[src/rtl/risc_spm_pkg.sv]
// Shared defaults and dump FSM state encoding for the RISC SPM memory dump path.
// The CSUM state exists only when DUMP_CHECKSUM_EN is defined.
package risc_spm_pkg;

    localparam int unsigned WORD_SIZE_DFLT = 8;
    localparam int unsigned ADDR_SIZE_DFLT = 8;

    typedef enum logic [2:0] {
        IDLE = 3'd0,
        READ = 3'd1,
        WAIT = 3'd2,
        SEND = 3'd3,
`ifdef DUMP_CHECKSUM_EN
        CSUM = 3'd4,
`endif
        DONE = 3'd5
    } dump_state_e;

endpackage

[src/rtl/mem_dump_unit.sv]
// Streams a range of SRAM words out over a valid/ready byte interface.
// Optional trailing two's-complement checksum byte when DUMP_CHECKSUM_EN is defined.
module mem_dump_unit
    import risc_spm_pkg::*;
#(
    parameter int unsigned WORD_SIZE = WORD_SIZE_DFLT,
    parameter int unsigned ADDR_SIZE = ADDR_SIZE_DFLT
) (
    input  logic                 clk,
    input  logic                 rst,
    input  logic                 start,
    input  logic [ADDR_SIZE-1:0] start_addr,
    input  logic [ADDR_SIZE:0]   count,
    output logic [ADDR_SIZE-1:0] mem_addr,
    output logic                 mem_rd,
    input  logic [WORD_SIZE-1:0] mem_rdata,
    output logic                 out_valid,
    input  logic                 out_ready,
    output logic [WORD_SIZE-1:0] out_data,
    output logic                 busy,
    output logic                 done
);

    localparam int unsigned CNT_W = ADDR_SIZE + 1;

    dump_state_e          state_q, state_d;
    logic [ADDR_SIZE-1:0] addr_q, addr_d;
    logic [CNT_W-1:0]     rem_q, rem_d;
    logic [WORD_SIZE-1:0] data_q, data_d;
    logic                 valid_q, valid_d;
    logic                 rd_q, rd_d;
    logic                 busy_q, busy_d;
    logic                 done_q, done_d;
`ifdef DUMP_CHECKSUM_EN
    logic [WORD_SIZE-1:0] csum_q, csum_d;
`endif

    // Next-state and datapath; outputs are registered copies derived from state_d.
    always_comb begin
        state_d = state_q;
        addr_d  = addr_q;
        rem_d   = rem_q;
        data_d  = data_q;
`ifdef DUMP_CHECKSUM_EN
        csum_d  = csum_q;
`endif
        unique case (state_q)
            IDLE: begin
                if (start) begin
                    addr_d = start_addr;
                    rem_d  = count;
`ifdef DUMP_CHECKSUM_EN
                    csum_d = '0;
`endif
                    if (count != '0) begin
                        state_d = READ;
                    end else begin
`ifdef DUMP_CHECKSUM_EN
                        data_d  = '0;
                        state_d = CSUM;
`else
                        state_d = DONE;
`endif
                    end
                end
            end
            READ: state_d = WAIT;
            WAIT: begin
                data_d  = mem_rdata;
`ifdef DUMP_CHECKSUM_EN
                csum_d  = csum_q + mem_rdata;
`endif
                state_d = SEND;
            end
            SEND: begin
                if (out_ready) begin
                    addr_d = addr_q + ADDR_SIZE'(1);
                    rem_d  = rem_q - CNT_W'(1);
                    if (rem_q != CNT_W'(1)) begin
                        state_d = READ;
                    end else begin
`ifdef DUMP_CHECKSUM_EN
                        // Negated sum so data bytes plus this byte total zero.
                        data_d  = {WORD_SIZE{1'b0}} - csum_q;
                        state_d = CSUM;
`else
                        state_d = DONE;
`endif
                    end
                end
            end
`ifdef DUMP_CHECKSUM_EN
            CSUM: begin
                if (out_ready) begin
                    state_d = DONE;
                end
            end
`endif
            DONE:    state_d = IDLE;
            default: state_d = IDLE;
        endcase
    end

    always_comb begin
        rd_d    = (state_d == READ);
`ifdef DUMP_CHECKSUM_EN
        valid_d = (state_d == SEND) || (state_d == CSUM);
`else
        valid_d = (state_d == SEND);
`endif
        busy_d  = (state_d != IDLE);
        done_d  = (state_d == DONE);
    end

    always_ff @(posedge clk) begin
        if (rst) begin
            state_q <= IDLE;
            addr_q  <= '0;
            rem_q   <= '0;
            data_q  <= '0;
            valid_q <= 1'b0;
            rd_q    <= 1'b0;
            busy_q  <= 1'b0;
            done_q  <= 1'b0;
`ifdef DUMP_CHECKSUM_EN
            csum_q  <= '0;
`endif
        end else begin
            state_q <= state_d;
            addr_q  <= addr_d;
            rem_q   <= rem_d;
            data_q  <= data_d;
            valid_q <= valid_d;
            rd_q    <= rd_d;
            busy_q  <= busy_d;
            done_q  <= done_d;
`ifdef DUMP_CHECKSUM_EN
            csum_q  <= csum_d;
`endif
        end
    end

    assign mem_addr  = addr_q;
    assign mem_rd    = rd_q;
    assign out_valid = valid_q;
    assign out_data  = data_q;
    assign busy      = busy_q;
    assign done      = done_q;

endmodule

[config.mk]
export PLATFORM = sky130hd
export DESIGN_NAME = mem_dump_unit
export DESIGN_NICKNAME = d
export VERILOG_FILES = /design/src/rtl/risc_spm_pkg.sv /design/src/rtl/mem_dump_unit.sv
export SDC_FILE = /design/constraint.sdc
export NUM_CORES = 1
export LEC_CHECK = 0
export CORE_UTILIZATION = 46
export DETAILED_ROUTE_END_ITERATION = 6
export PLACE_DENSITY = 0.84
export SKIP_CTS_REPAIR_TIMING = 1
export SYNTH_ARGS = -nofsm -noshare
export SYNTH_HDL_FRONTEND = slang
export SYNTH_SLANG_ARGS = --single-unit
export TNS_END_PERCENT = 1
[constraint.sdc]
create_clock -name clk -period 2.05 [get_ports clk]
set_clock_uncertainty 0.2 [all_clocks]
set_input_delay 0.41 -clock clk [delete_from_list [all_inputs] [get_ports clk]]
set_output_delay 0.41 -clock clk [all_outputs]
set_load 0.01 [all_outputs]
==> flow_summary.yaml, run 1 <==
global_routing:
  overflow: 0
  grt_util_met2_pct: 36.2
  grt_util_met3_pct: 3.78
  grt_pass1_vias: 1414
  grt_pass1_wl_um: 6350
  grtUsageTotal_pct: 23.2
  grt_util_met1_pct: 32.3
  antenna_found_initial: 0
  top_usage_layer: "met2"
  grt_max_degree: 37
pwr:
  swShare_pct: 29.9
  p_switching_uw: 465
  clkPwrFrac_pct: 26.4
  pwr-share-comb_pct: 26.9
  leakagePower_nw: 0.840
  p_seq_share_pct: 46.7
  p_per_area_nw_per_um2: 682
  max-vdd-ir-drop_uv: 381
  p_int_mw: 1.09
worst_setup_path:
  path_cells: "clkdlybuf4s50_1"
  rr_worst_depth: 4
  endpoint_kind: "output port"
  critPathKind: "flip-flop to output port"
  cp.arrival_ns: 1.33
  required_ns: 1.44
  cpPeakStageDelay_ns: 0.57
  reg2reg_to: "rem_q[5]"
  critPathTopFamily: "buffers and inverters"
  worstPathMaxFanout: 5
  reg2reg_slack_ns: 0.16
  r2r-start: "rem_q[0]"
  worst_path_max_delay_cell: "clkdlybuf4s50_1"
  cp_num_buf_inv: 1
  critPathLaunchType: "flip-flop"
synth:
  ys_async_sr_fraction_pct: 0
  ys_warn_count: 0
  syn-num-nets: 229
  ys_seq_area_share_pct: 39.9
  synth_area_per_cell_um2: 8.14
  ys_types: 46
  synth_edf_count: 0
  postSynthCellCount: 197
  netlist_area_um2: 1600
  ys_seq_elements: 32
  ys.flop_type: "dfxtp_1"
drt:
  drc: 0
  routed_via_density: 5.65
  drtIter0Drc: 76
  drt_first_pass_iters: 5
  wire_per_inst_um: 13.9
  via_count: 1690
  wirelength_um: 4150
  ant_nets: 0
finish:
  final_common_cell: "clkdlybuf4s50_1"
  layout-drive-gt1-share_pct: 10.7
  fillers: 291
  finalNetCount: 285
  final_cell_mix: "clkdlybuf4s50_1 (48), dfxtp_1 (32), a21oi_1 (25)"
  antenna_cells: 0
  area_growth_pct: 42.2
hold_path:
  min_path_type: "flip-flop to flip-flop"
  min-delay-start: "out_data[6]"
  holdPathStages: 2
  hold_end: "out_data[6]"
outcome:
  status: "finished, final reports clean"
timing:
  hold_viol: 0
  slew_viol_final: 0
  max_freq_mhz: 515
  finalSetupViolations: 0
  hold_slack_ns: 0.281
  worst_pin_slew_ns: 0.528
  setup_tns_ns: 0
  fin_ws_ns: 0.109
  slew_headroom_pct: 64.7
  rsz0062_at_grt: "false"
  min_period_ns: 1.94
  finalCritPeriodShare_pct: 94.7
clock_tree:
  clk_path_buf_depth: 2
  cts_buffers: 5
  cts.clk_slew.worst_paths_ns: 0.10
  insertion_delay_ns: 0.34
  root_buffer: "clkbuf_4"
  clock_sinks: 32
  h-tree-depth: 2
  cts_tree: "built"
die:
  dieHeight_um: 61.1
  start_util_pct: 48.1
  pin_count: 49
  core_area_um2: 3340
  dieArea_um2: 3730
  std_cell_rows: 21
  die_w_um: 61.1
placement:
  dp_hpwl_um: 2990
  dpl_worst_slack_ns: -0.215
  place_congestion: 0.826
  port_buffers: 48
run:
  max-cap-violations: 0
-- how the worst max path moves through the flow --
| stage | startpoint | endpoint | slack [ns] | depth (start not counted) |
|---|---|---|---|---|
| 4_1_cts | mem_addr[3] | mem_addr[3] | 0.11 | 1 |
| 3_3_place_gp | start | mem_addr[0] | -0.19 | 6 |
| 2_1_floorplan | state_q[1] | mem_addr[1] | 0.31 | 6 |
| 3_5_place_dp | start | rem_q[8] | -0.21 | 5 |
| 6_report | mem_addr[3] | mem_addr[3] | 0.11 | 1 |
| 5_1_grt | start | rem_q[8] | 0.06 | 5 |
-- Yosys cell counts (all sizes together), types with 2 or more instances --
library cell	count	area share, %
a211oi	2	0.94
a21oi	25	7.8
a22o	2	1.1
a311oi	3	2.0
a31oi	2	0.78
a32o	3	1.9
and2	3	1.2
buf	3	1.7
clkbuf	9	2.1
dfxtp	32	40
ha	3	2.3
inv	4	0.94
nand2	18	4.2
nand2b	5	2.0
nand3	3	0.94
nand4	2	0.78
nor2	19	4.6
nor3	6	2.2
nor4	8	3.1
o21a	2	0.94
o21ai	20	6.9
o21bai	2	0.94
o32ai	2	1.1
or3	2	0.78
-- logic make-up after synthesis --
logic type	synth area share (%)
compound gates	28.3
fa+ha+maj	2.34
simple gates	24.4
buf+inv	4.99
flops	39.9
-- per-layer routing --
metal  vias up  wire (µm)
met5         -          0
met4         0         47
met3         6        211
met2        57       1990
met1       786       1900
li1        841          -
-- metrics by stage --
step	utilization, %	std cells	power [mW]	cell area [µm²]
after floorplan	-	197	0.954	1600
after global placement	66.4	292	1.15	2220
after detailed placement	66.4	292	1.15	2220
after CTS	68.4	299	1.55	2280
after global routing	68.4	299	1.62	2280
final	68.4	299	1.56	2280
-- sequential cells by signal (all words and copies together), names as in the netlist --
| name | cells |
|---|---|
| rem_q | 9 |
| done | 1 |
| out_data | 8 |
| out_valid | 1 |
| mem_addr | 8 |
| busy | 1 |
| mem_rd | 1 |
| state_q | 3 |
-- power groups by stage --
stage | Combinational, mW | Sequential, mW | Clock, mW
2_1_floorplan | 0.216 | 0.737 | 0
3_3_place_gp | 0.408 | 0.737 | 0
3_5_place_dp | 0.413 | 0.740 | 0
4_1_cts | 0.416 | 0.726 | 0.409
5_1_grt | 0.455 | 0.734 | 0.433
6_report | 0.419 | 0.728 | 0.410
-- final cells by class --
class                   count  area, µm²  area share (%)
flip-flops and latches     32        641            28.1
clock buffers               7       65.1            2.85
well taps                  46       57.6            2.52
inverters                   5       18.8           0.823
multi-input cells         148        883            38.7
repair buffers             61        616            27.0
-- worst register-to-register path, delay by kind of cell, from the launching register on --
kind	cells	cell delay, ns
flip-flops	1	0.38
AO/OA/AOI/OAI	2	0.38
AND/OR/NAND/NOR	2	0.82
Power figures use the tool's default switching activity.
==> inputs of run 2 (changes only) <==
- SKIP_LAST_GASP: unset -> 1
==> results of run 2 <==
The final DEF is identical to that of run 1; final timing and power are the same.
